`config.mk`:
```
export PLATFORM = sky130hd
export DESIGN_NAME = pulse_sequencer
export DESIGN_NICKNAME = d
export VERILOG_FILES = /design/src/rtl/pulse_sequencer.sv
export SDC_FILE = /design/constraint.sdc
export NUM_CORES = 1
export LEC_CHECK = 0
export CORE_ASPECT_RATIO = 1.75
export CORE_MARGIN = 8
export CORE_UTILIZATION = 43
export DETAILED_ROUTE_END_ITERATION = 10
export PLACE_DENSITY_LB_ADDON = 0.2
export SLEW_MARGIN = 20
export SYNTH_ARGS = -nofsm -noshare
export SYNTH_HDL_FRONTEND = slang
export SYNTH_SLANG_ARGS = --single-unit
```
`constraint.sdc`:
```
create_clock -name clock_i -period 3.1 [get_ports clock_i]
set_clock_uncertainty 0.1 [all_clocks]
set_input_delay 0.62 -clock clock_i [delete_from_list [all_inputs] [get_ports clock_i]]
set_output_delay 0.62 -clock clock_i [all_outputs]
set_load 0.005 [all_outputs]
```
`src/rtl/pulse_sequencer.sv`:
```
// rtl/pulse_sequencer.sv - burst pulse sequencer with comparator mismatch counting (optional macro PULSE_SEQ_ABORT_EN adds abort_i)
module pulse_sequencer #(
  parameter int NPULSE_W = 12,
  parameter int ERRCNT_W = 16,
  parameter int GAP_CYC  = 4
) (
  input  logic                clock_i,
  input  logic                reset_i,
  input  logic                fire_pulse_i,
  input  logic [NPULSE_W-1:0] num_pulses_i,
  input  logic [3:0]          pulse_width_i,
  input  logic [3:0]          bx_delay_i,
  input  logic                compout_expect_i,
  input  logic                compout_in_i,
  input  logic                pulser_ready_i,
  input  logic                errcnt_rst_i,
`ifdef PULSE_SEQ_ABORT_EN
  input  logic                abort_i,
`endif
  output logic                pulse_out_o,
  output logic                busy_o,
  output logic                done_o,
  output logic                compout_last_o,
  output logic [NPULSE_W-1:0] pulse_cnt_o,
  output logic [ERRCNT_W-1:0] compout_errcnt_o
);

  // Phase counter must cover the 4-bit width/delay fields and the gap length.
  localparam int CYC_W = (GAP_CYC > 16) ? $clog2(GAP_CYC) : 4;
  localparam logic [CYC_W-1:0] GAP_LAST = (GAP_CYC > 0) ? CYC_W'(GAP_CYC - 1) : '0;
  localparam bit GAP_SKIP = (GAP_CYC == 0);

  typedef enum logic [2:0] {
    ST_IDLE,
    ST_WAIT_RDY,
    ST_PULSE,
    ST_DELAY,
    ST_SAMPLE,
    ST_GAP,
    ST_DONE
  } state_t;

  state_t                state_q, state_d;
  logic [CYC_W-1:0]      cyc_q, cyc_d;
  logic                  fire_q;
  logic [NPULSE_W-1:0]   num_q, num_d;
  logic [3:0]            width_q, width_d;
  logic [3:0]            delay_q, delay_d;
  logic                  expect_q, expect_d;
  logic [NPULSE_W-1:0]   pulse_cnt_q, pulse_cnt_d;
  logic                  last_q, last_d;
  logic [ERRCNT_W-1:0]   errcnt_q, errcnt_d;
  logic                  sample_hit;
  logic                  abort_hit;
  logic [NPULSE_W-1:0]   pulse_cnt_inc;

  assign pulse_cnt_inc = pulse_cnt_q + NPULSE_W'(1);

  // Next-state, config latch and counter updates; defaults hold every register.
  always_comb begin
    state_d     = state_q;
    cyc_d       = cyc_q;
    num_d       = num_q;
    width_d     = width_q;
    delay_d     = delay_q;
    expect_d    = expect_q;
    pulse_cnt_d = pulse_cnt_q;
    last_d      = last_q;
    errcnt_d    = errcnt_q;
    sample_hit  = 1'b0;
    abort_hit   = 1'b0;
`ifdef PULSE_SEQ_ABORT_EN
    abort_hit   = abort_i && (state_q != ST_IDLE);
`endif

    case (state_q)
      ST_IDLE: begin
        // Only a rising edge seen while idle starts a burst; held levels and busy-time edges are dropped.
        if (fire_pulse_i && !fire_q) begin
          num_d       = num_pulses_i;
          width_d     = pulse_width_i;
          delay_d     = bx_delay_i;
          expect_d    = compout_expect_i;
          pulse_cnt_d = '0;
          cyc_d       = '0;
          state_d     = (num_pulses_i == '0) ? ST_DONE : ST_WAIT_RDY;
        end
      end
      ST_WAIT_RDY: begin
        if (pulser_ready_i) begin
          cyc_d   = '0;
          state_d = ST_PULSE;
        end
      end
      ST_PULSE: begin
        if (cyc_q == CYC_W'(width_q)) begin
          cyc_d   = '0;
          state_d = (delay_q == 4'd0) ? ST_SAMPLE : ST_DELAY;
        end else begin
          cyc_d = cyc_q + CYC_W'(1);
        end
      end
      ST_DELAY: begin
        if (cyc_q == CYC_W'(delay_q - 4'd1)) begin
          cyc_d   = '0;
          state_d = ST_SAMPLE;
        end else begin
          cyc_d = cyc_q + CYC_W'(1);
        end
      end
      ST_SAMPLE: begin
        sample_hit  = 1'b1;
        pulse_cnt_d = pulse_cnt_inc;
        last_d      = compout_in_i;
        cyc_d       = '0;
        if (pulse_cnt_inc == num_q) begin
          state_d = ST_DONE;
        end else if (GAP_SKIP) begin
          state_d = ST_WAIT_RDY;
        end else begin
          state_d = ST_GAP;
        end
      end
      ST_GAP: begin
        if (cyc_q == GAP_LAST) begin
          cyc_d   = '0;
          state_d = ST_WAIT_RDY;
        end else begin
          cyc_d = cyc_q + CYC_W'(1);
        end
      end
      ST_DONE: begin
        state_d = ST_IDLE;
      end
      default: begin
        state_d = ST_IDLE;
      end
    endcase

    // Clear beats a same-cycle mismatch; the count sticks at all-ones instead of wrapping.
    if (errcnt_rst_i) begin
      errcnt_d = '0;
    end else if (sample_hit && !abort_hit && (compout_in_i != expect_q) && (errcnt_q != '1)) begin
      errcnt_d = errcnt_q + ERRCNT_W'(1);
    end

    // An abort drops straight to idle and freezes the burst results where they were.
    if (abort_hit) begin
      state_d     = ST_IDLE;
      cyc_d       = '0;
      pulse_cnt_d = pulse_cnt_q;
      last_d      = last_q;
    end
  end

  // State and datapath registers with synchronous active-high reset.
  always_ff @(posedge clock_i) begin
    if (reset_i) begin
      state_q     <= ST_IDLE;
      cyc_q       <= '0;
      fire_q      <= 1'b0;
      num_q       <= '0;
      width_q     <= '0;
      delay_q     <= '0;
      expect_q    <= 1'b0;
      pulse_cnt_q <= '0;
      last_q      <= 1'b0;
      errcnt_q    <= '0;
    end else begin
      state_q     <= state_d;
      cyc_q       <= cyc_d;
      fire_q      <= fire_pulse_i;
      num_q       <= num_d;
      width_q     <= width_d;
      delay_q     <= delay_d;
      expect_q    <= expect_d;
      pulse_cnt_q <= pulse_cnt_d;
      last_q      <= last_d;
      errcnt_q    <= errcnt_d;
    end
  end

  assign pulse_out_o      = (state_q == ST_PULSE);
  assign busy_o           = (state_q != ST_IDLE);
  assign done_o           = (state_q == ST_DONE);
  assign compout_last_o   = last_q;
  assign pulse_cnt_o      = pulse_cnt_q;
  assign compout_errcnt_o = errcnt_q;

endmodule

```
* After elaboration in Yosys (flattened, before gate mapping)
Cells that the tools add are included.
** Storage, ports and cells
- Input bits :: 27
- Register bits after elaboration :: 58
- Word-level logic and storage cells :: 64
- Output and inout bits :: 32
** Cells by class
- Reduce and logical (&&, ||, !) cells :: 15
- Mux-type cells :: 18
- $add $sub $neg :: 4
- Equal/unequal tests :: 17
** Operators by type and width (number)
- $pmux W12 S2 :: 1
- $pmux W4 S6 :: 1
- $mux W3 :: 7
- $mux W4 :: 5
- $pmux W3 S6 :: 1
- $add A16 B1 Y16 const B :: 1
- $ne A16 B16 Y1 const B :: 1
- $add A12 B1 Y12 const B :: 1
- $eq A12 B12 Y1 :: 1
- $logic_not A12 Y1 :: 1
- $mux W12 :: 1
- $eq A3 B3 Y1 const B :: 3
- $eq A4 B4 Y1 :: 2
- $ne A2 B2 Y1 const B :: 4
- $eq A3 B2 Y1 const B :: 2
- $reduce_bool A6 Y1 :: 1
- $reduce_and A5 Y1 :: 1
- $add A4 B1 Y4 const B :: 1
- $eq A4 B2 Y1 const B :: 1
- $logic_not A4 Y1 :: 1
- $reduce_and A2 Y1 :: 2
- $sub A4 B1 Y4 const B :: 1
- $eq A3 B1 Y1 const B :: 1
- $logic_and A1 B1 Y1 :: 3
- other kinds (10) :: 10

* Logic depth before layout (Yosys ltp)
Gate-level depths: netlist of run 1.
- Depth in word-level cells :: 4
- Depth in mapped cells :: 9

* Worst setup path after synthesis of run 1
OpenSTA, ideal clock, no wires.
- Path type :: flip-flop to flip-flop
- Start point :: register pulse_cnt_q[0], in the netlist pulse_cnt_o[0]
- End point :: register state_q[1]
- Path buffers :: 0
- Required time :: 2.897 ns
- Slack :: 0.543 ns
- Stages on the path, launching flop included :: 8
- Arrival time :: 2.354 ns
- Path through :: dfxtp_1 ha_1 xor2_1 a311oi_1 o211ai_1 a211o_1 or4_4 a2111oi_2
** Between the ends
- Longest elaborated chain between the ends :: 4
** RTL lines
- from (decl) :: line 50 : logic [NPULSE_W-1:0] pulse_cnt_q, pulse_cnt_d;
- from (signal assigned) :: line 177 : pulse_cnt_q <= pulse_cnt_d;
- $add A12 B1 Y12 :: line 57 : assign pulse_cnt_inc = pulse_cnt_q + NPULSE_W'(1);
- $eq A12 B12 Y1 :: line 116 : if (pulse_cnt_inc == num_q) begin
- $mux W2 :: line 116
- $pmux W3 S6 :: line 76 : case (state_q)
- to (signal assigned) :: line 170 : state_q <= state_d;
- to (decl) :: line 43 : state_t state_q, state_d;
Every way passes these cells.
A chain may end at the register's enable or synchronous reset.

* Final worst setup path of run 1
Same ends and word-level chain as after synthesis.

==> results.cfg, run 1 <==
[cts]
clkTransAtPathRegs_ns = 0.05
post_cts.repair.setup_buffers = 0
htreeDepth = 3
numCtsBuffers = 9
cts_root_buffer = clkbuf_16
cts.sinks = 58
clockBufferDepth = 2
cts_hold_buf = 0
cts-resized-gates = 0
clkLatencyLatePin_ns = 0.33
tritoncts = done

[timing]
final-setup-viol-count = 0
max-slew-margin-rel = 0.4517
fmax_ghz = 0.3612
min_period_ns = 2.768
hold_violations = 0
rsz0062_at_grt = no
finalCritPeriodShare = 0.8930
setup-tns-final_ns = 0
worst_slew_pin_slew_ns = 0.8139
finalMaxSlewViolations = 0

[synthesis]
synth_area_sq_um = 3198
synthArstFlopShare = 0
synth_edf_count = 0
synth_top_family_by_area = simple AND/OR/NAND/NOR gates
synth.most_common_cell = nand2_1
synth_compound_area_frac = 0.1663
yosys.area_share.simple = 0.2981
syn_inst = 416
synth_top_area_frac = 0.3631
synth_seq_cells = 58
ys.flop_type = dfxtp_1
yosysUniqueCellTypes = 50
synthAdderAreaFrac = 0.01956
yosysTopAreaCell = dfxtp_1
ys_top_cells_by_count = nand2_1, dfxtp_1, nor2_1, a21oi_1, o21ai_0
yosysSeqAreaShare = 0.3631
synth.mux.area_fraction = 0.009390
synth_xor_area_frac = 0.09859
synthTopCellsByArea = dfxtp_1, nand2_1, a21oi_1, nor2_1, xnor2_1
syn_avg_cell_area_sq_um = 7.688
yosys_warnings = 0
syn_nets = 448

[setup_path]
cp-startpoint = pulse_cnt_o[0]$_SDFFE_PP0P_
worstSetupPathType = flop to flop
path_max_fanout = 8
cp-end-kind = flop
cp.required_ns = 3.23
reg2reg_from = pulse_cnt_o[0]$_SDFFE_PP0P_
cp.arrival_ns = 2.90
startpoint_type = flop

[die]
die_w_um = 81.19
ioPinCount = 59
core_area_sq_um = 7233
die_h_um = 130.1
rows = 41
start_util = 0.4421
die-area_sq_um = 10560

[pwr]
p_leak_nw = 1.464
total_power_mw = 2.507
powerDensity_nw_per_um2 = 604.9
ir_drop_mv = 0.5014

[drt]
drt-initial-drc-count = 226
via_count = 3088
wire_per_inst_um = 15.39
viasPerCell = 5.534
remaining_drc_errors = 0
ant_nets = 0
dr.pass1.iters = 4
routed_wl_um = 8585

[grt]
grt_max_degree = 29
gr-total-overflow = 0
grt_pass1_vias = 2962
grt_usage = 0.1698
grt_antenna_before_repair = 0
grt_pass1_wl_um = 13920

[finish]
fillers = 674
area_growth_pct = 29.58
nNetsFinal = 499
drive_above_1_share = 0.06992
diodes = 0

[placement]
gp_congestion = 0.9092
io_buffers = 58
hpwl_um = 6236

[job]
cap_violations = 0

[hold_path]
min_from = width_q[2]$_SDFFE_PP0P_
hold_path_class = flop to flop

[outcome]
status = finished, final reports clean
## sequential cells by signal (all words and copies together) (netlist names)
signal and cells:
compout_errcnt_o 16, num_q 12, pulse_cnt_o 12, cyc_q 4, delay_q 4, width_q 4
state_q 3, compout_last_o 1, expect_q 1, fire_q 1
## worst paths after layout
check             slack, ns  depth (start not counted)                 endpoint
hold reg to reg        0.36                          2  width_q[2]$_SDFFE_PP0P_
setup reg to reg       0.33                          7  state_q[1]$_SDFFE_PP0P_
setup / recovery       0.33                          7  state_q[1]$_SDFFE_PP0P_
hold / removal         0.36                          2  width_q[2]$_SDFFE_PP0P_
## placed cells by master, fill, tap and decap left out, types with 8 or more instances in the layout
master           count
dfxtp_1             58
nor3_1              10
xor2_1              18
xnor2_1             18
nand3_1             15
nor4_1               8
a21oi_1             40
o21ai_0             22
clkdlybuf4s50_1     58
nand2_1             69
nor2_1              47
inv_1               10
clkbuf_16            9
## logic make-up (layout without fill, tap and decap cells)
logic type | after synthesis | after routing
compound gates | 88 | 88
simple gates | 192 | 192
xor+xnor | 36 | 36
buf+inv | 34 | 90
fa+ha+maj | 5 | 5
mux | 3 | 3
flops | 58 | 58
## worst max-delay path, stage by stage (launching register included)
cell and delay, ns:
dfxtp_1 0.51, ha_1 0.33, nand3_1 0.14, a311oi_1 0.30, o211ai_1 0.13, a211o_1 0.25, or4_4 0.54, a2111oi_2 0.36
## through the flow
stage                     setup slack, ns  hold slack (ns)  instance area, sq um  instances  utilization
after floorplan                    0.5428           0.3478                  3198        416            -
after global placement             0.3907           0.3550                  3825        542       0.5288
after detailed placement           0.3584           0.3584                  3825        542       0.5288
after CTS                          0.3204           0.3654                  4144        558       0.5729
after global routing               0.1714           0.3851                  4144        558       0.5729
final                              0.3316           0.3642                  4144        558       0.5729
## power by group
part	internal (mW)	switching (mW)	leakage, nW
Sequential	0.807	0.0866	0.470
Clock	0.718	0.341	0.162
Combinational	0.239	0.316	0.832
Total	1.76	0.743	1.46
## per-layer routing
metal,share of wire,vias to the layer above,track usage
met3,0.044,16,0.04821
met1,0.40,1463,0.1806
met5,0,-,0
met2,0.53,64,0.2970
li1,-,1545,-
met4,0.025,0,0.07937
## layout make-up
cell class              instances  area (sq um)  share of cell area
repair buffers                 64         625.6              0.1510
well taps                      86         107.6             0.02597
clock buffers                  10         239.0             0.05767
clock inverters                 6         80.08             0.01932
inverters                      10         37.54            0.009058
multi-input cells             324          1893              0.4568
flip-flops and latches         58          1161              0.2802
Power figures use the tool's default switching activity.
==> run 2, diff against run 1 <==
- CORE_UTILIZATION: 43 -> 35
- CTS_BUF_LIST: not set -> sky130_fd_sc_hd__clkbuf_16
==> run 2 against run 1 <==
Against the previous run:
- cell count grew 5.7%
- non-clock buffer count is 2 lower
- global-route usage decreased by 2.9 points
- setup slack got worse by 0.060 ns
- routed wire length decreased by 3.2%
- critical path type unchanged
- critical endpoint unchanged
- highest routed layer unchanged
==> results.cfg, run 2 (synthesis gave the netlist of run 1 again) <==
[pwr]
ir_drop_mv = 0.3758
p_leak_nw = 1.436
total_power_mw = 2.403
powerDensity_nw_per_um2 = 579.6
p_int_mw = 1.659
switching_power_mw = 0.7444
p_comb_frac = 0.222
switching_share = 0.3098
pwr-share-clk = 0.404
seqPwrFrac = 0.374

[setup_path]
r2r.worst_path.cells = 7
cp-startpoint = pulse_cnt_o[0]$_SDFFE_PP0P_
reg2reg_from = pulse_cnt_o[0]$_SDFFE_PP0P_
path_max_fanout = 8
cp-end-kind = flop
startpoint_type = flop
r2r_setup_slack_ns = 0.27
worstSetupPathType = flop to flop
cp.arrival_ns = 2.96
cp.required_ns = 3.24
r2r-end = state_q[1]$_SDFFE_PP0P_

[drt]
viasPerCell = 5.100
remaining_drc_errors = 0
ant_nets = 0
via_count = 3009
drt-initial-drc-count = 121
routed_wl_um = 8314
dr.pass1.iters = 4
wire_per_inst_um = 14.09

[timing]
final-setup-viol-count = 0
min_period_ns = 2.828
fmax_ghz = 0.3536
whs_ns = 0.3625
rsz0062_at_grt = no
finalCritPeriodShare = 0.9123
setup-tns-final_ns = 0
worst_slew_pin_slew_ns = 0.8141
hold_violations = 0
max-slew-margin-rel = 0.4515
final.setup.worst_slack_ns = 0.2718
finalMaxSlewViolations = 0

[cts]
numCtsBuffers = 9
clockBufferDepth = 2
clkTransAtPathRegs_ns = 0.05
cts-resized-gates = 0
cts_hold_buf = 0
cts_root_buffer = clkbuf_16
post_cts.repair.setup_buffers = 0
cts.sinks = 58
clkLatencyLatePin_ns = 0.33
tritoncts = done
htreeDepth = 3

[hold_path]
whs_endpoint = compout_last_o$_SDFFE_PP0P_
hold_depth = 2
min_from = compout_last_o$_SDFFE_PP0P_
hold_path_class = flop to flop

[grt]
gr-total-overflow = 0
grt_antenna_before_repair = 0
grt_max_degree = 42
grt_usage = 0.1406
grt_pass1_vias = 2997
grt_pass1_wl_um = 13700

[finish]
fin_util = 0.4618
final_cell_mix = nand2_1, dfxtp_1, clkdlybuf4s50_1, nor2_1, a21oi_1
area_growth_pct = 29.66
nNetsFinal = 497
largest_reg_flops = 16
final_common_cell = nand2_1
drive_above_1_share = 0.06383
diodes = 0

[job]
cap_violations = 0

[placement]
place_worst_setup_slack_ns = 0.2887
gp_congestion = 0.8437
hpwl_um = 6260
io_buffers = 58

[die]
core_area_sq_um = 8979
ioPinCount = 59
rows = 46
die-area_sq_um = 12570
die_w_um = 88.26
start_util = 0.3562
die_h_um = 142.5

[outcome]
status = finished, final reports clean
[run 2: cell type report]
cell class / instances / area, sq um
fill: 952 / 4832
multi-input combinational: 324 / 1893
sequential: 58 / 1161
timing repair buffer: 62 / 610.6
clock buffer: 9 / 225.2
tap: 120 / 150.1
clock inverter: 7 / 68.82
inverter: 10 / 37.54
[run 2: power by group through the flow]
stage | registers [mW] | logic [mW] | clock network [mW]
final | 0.898 | 0.533 | 0.972
after global routing | 0.909 | 0.607 | 1.02
after CTS | 0.896 | 0.541 | 0.993
after detailed placement | 0.912 | 0.538 | 0
after global placement | 0.910 | 0.531 | 0
after floorplan | 0.860 | 0.413 | 0
[run 2: critical path, cell delays in order (launching register included)]
cell and delay [ns]:
dfxtp_1 0.50, ha_1 0.33, nand3_1 0.13, a311oi_1 0.39, o211ai_1 0.15, a211o_1 0.26, or4_4 0.53, a2111oi_2 0.34
[run 2: how the worst max path moves through the flow]
stage | to | slack (ns) | depth (start not counted)
floorplan | state_q[1]$_SDFFE_PP0P_ | 0.54 | 7
global placement | state_q[1]$_SDFFE_PP0P_ | 0.35 | 7
detailed placement | state_q[1]$_SDFFE_PP0P_ | 0.29 | 7
CTS | state_q[1]$_SDFFE_PP0P_ | 0.28 | 7
global route | state_q[1]$_SDFFE_PP0P_ | 0.12 | 7
finish | state_q[1]$_SDFFE_PP0P_ | 0.27 | 7
[run 2: per-stage QoR]
step,instance area [sq um],cells
4_1_cts,4146,590
3_5_place_dp,3852,574
5_1_grt,4146,590
2_1_floorplan,3198,416
3_3_place_gp,3852,574
6_report,4146,590
[run 2: metal layers]
layer	vias to the layer above	GRT usage	wire, um
met5	-	0	0
li1	1546	-	-
met4	0	0.09238	284
met1	1380	0.1394	3310
met3	17	0.02950	356
met2	66	0.2515	4361
==> run 3, diff against run 2 <==
- MAX_ROUTING_LAYER: not set -> met4
==> run 3 against run 2 <==
Against the previous run:
- power is essentially flat
- global-route usage up 0.38 points
- critical endpoint unchanged
- core utilization did not move
- critical path type unchanged
- clock power hardly changed
- cell count did not move
==> results.cfg, run 3 (synthesis gave the netlist of run 1 again) <==
[die]
die_h_um = 142.5
rows = 46
ioPinCount = 59
start_util = 0.3562
die_w_um = 88.26
core_area_sq_um = 8979
die-area_sq_um = 12570

[timing]
setup-tns-final_ns = 0
rsz0062_at_grt = no
max-slew-margin-rel = 0.4420
worst_slew_pin_slew_ns = 0.8283
final-setup-viol-count = 0
fmax_ghz = 0.3537
whs_ns = 0.3625
finalMaxSlewViolations = 0
min_period_ns = 2.827
finalCritPeriodShare = 0.9119
final.setup.worst_slack_ns = 0.2730
hold_violations = 0

[setup_path]
startpoint_type = flop
r2r.worst_path.cells = 7
r2r_setup_slack_ns = 0.27
endpoint = state_q[1]$_SDFFE_PP0P_
worstSetupPathType = flop to flop
cp.required_ns = 3.24
path_max_fanout = 8
cp-startpoint = pulse_cnt_o[0]$_SDFFE_PP0P_
cp.arrival_ns = 2.96
r2r-end = state_q[1]$_SDFFE_PP0P_
reg2reg_from = pulse_cnt_o[0]$_SDFFE_PP0P_
cp-end-kind = flop

[placement]
io_buffers = 58
hpwl_um = 6260
place_worst_setup_slack_ns = 0.2887
gp_congestion = 0.8569
placed_area_sq_um = 3852

[cts]
clkTransAtPathRegs_ns = 0.05
cts-resized-gates = 0
clkLatencyLatePin_ns = 0.33
cts_root_buffer = clkbuf_16
post_cts.repair.setup_buffers = 0
tritoncts = done
htreeDepth = 3
clockBufferDepth = 2
cts.sinks = 58
numCtsBuffers = 9
cts_hold_buf = 0

[grt]
grt_usage = 0.1444
grt_pass1_vias = 2993
grt_pass1_wl_um = 13700
gr-total-overflow = 0
grt_antenna_before_repair = 0
grt_max_degree = 42

[pwr]
powerDensity_nw_per_um2 = 579.4
total_power_mw = 2.402
ir_drop_mv = 0.3753
p_leak_nw = 1.436

[outcome]
status = finished, final reports clean

[finish]
final_cell_mix = nand2_1, dfxtp_1, clkdlybuf4s50_1, nor2_1, a21oi_1
diodes = 0
largest_reg_flops = 16
nNetsFinal = 497
area_growth_pct = 29.66
final_common_cell = nand2_1
drive_above_1_share = 0.06383
design_area_sq_um = 4146

[drt]
routed_wl_um = 8310
remaining_drc_errors = 0
drt-initial-drc-count = 116
dr.pass1.iters = 4
via_count = 3001
viasPerCell = 5.086
ant_nets = 0
wire_per_inst_um = 14.08

[job]
cap_violations = 0

[hold_path]
hold_path_class = flop to flop
==> run 3: layer usage <==
metal | part of all wire | track usage
met5 | 0 | -
met4 | 0.031 | 0.08430
met3 | 0.039 | 0.03123
met2 | 0.52 | 0.2515
met1 | 0.41 | 0.1415
==> run 3: area by class of cell <==
cell class / instances / area (sq um)
Multi-Input combinational cell: 324 / 1893
Tap cell: 120 / 150.1
Fill cell: 952 / 4832
Sequential cell: 58 / 1161
Clock buffer: 9 / 225.2
Inverter: 10 / 37.54
Timing Repair Buffer: 62 / 610.6
Clock inverter: 7 / 68.82
==> run 3: where the power goes <==
part	leakage [nW]	total (mW)	internal, mW	switching, mW
registers	0.470	0.898	0.806	0.0921
logic	0.823	0.534	0.234	0.300
clock network	0.143	0.970	0.619	0.352
==> run 3: metrics by stage <==
stage / cells / utilization
after global placement: 574 / 0.4291
after floorplan: 416 / -
after global routing: 590 / 0.4618
final: 590 / 0.4618
after CTS: 590 / 0.4618
after detailed placement: 574 / 0.4291
==> run 3: how the worst min path moves through the flow <==
| stage | to | slack [ns] | depth (start not counted) | startpoint |
|---|---|---|---|---|
| detailed placement | compout_last_o$_SDFFE_PP0P_ | 0.36 | 2 | compout_last_o$_SDFFE_PP0P_ |
| finish | compout_last_o$_SDFFE_PP0P_ | 0.36 | 2 | compout_last_o$_SDFFE_PP0P_ |
| global placement | compout_last_o$_SDFFE_PP0P_ | 0.36 | 2 | compout_last_o$_SDFFE_PP0P_ |
| floorplan | expect_q$_SDFFE_PP0P_ | 0.35 | 2 | expect_q$_SDFFE_PP0P_ |
| CTS | compout_last_o$_SDFFE_PP0P_ | 0.37 | 2 | compout_last_o$_SDFFE_PP0P_ |
| global route | delay_q[1]$_SDFFE_PP0P_ | 0.40 | 2 | delay_q[1]$_SDFFE_PP0P_ |
==> run 3: worst max-delay path, stage by stage, from the launching register on <==
cell and delay, ns:
dfxtp_1 0.50, ha_1 0.33, nand3_1 0.13, a311oi_1 0.39
o211ai_1 0.15, a211o_1 0.26, or4_4 0.53, a2111oi_2 0.34
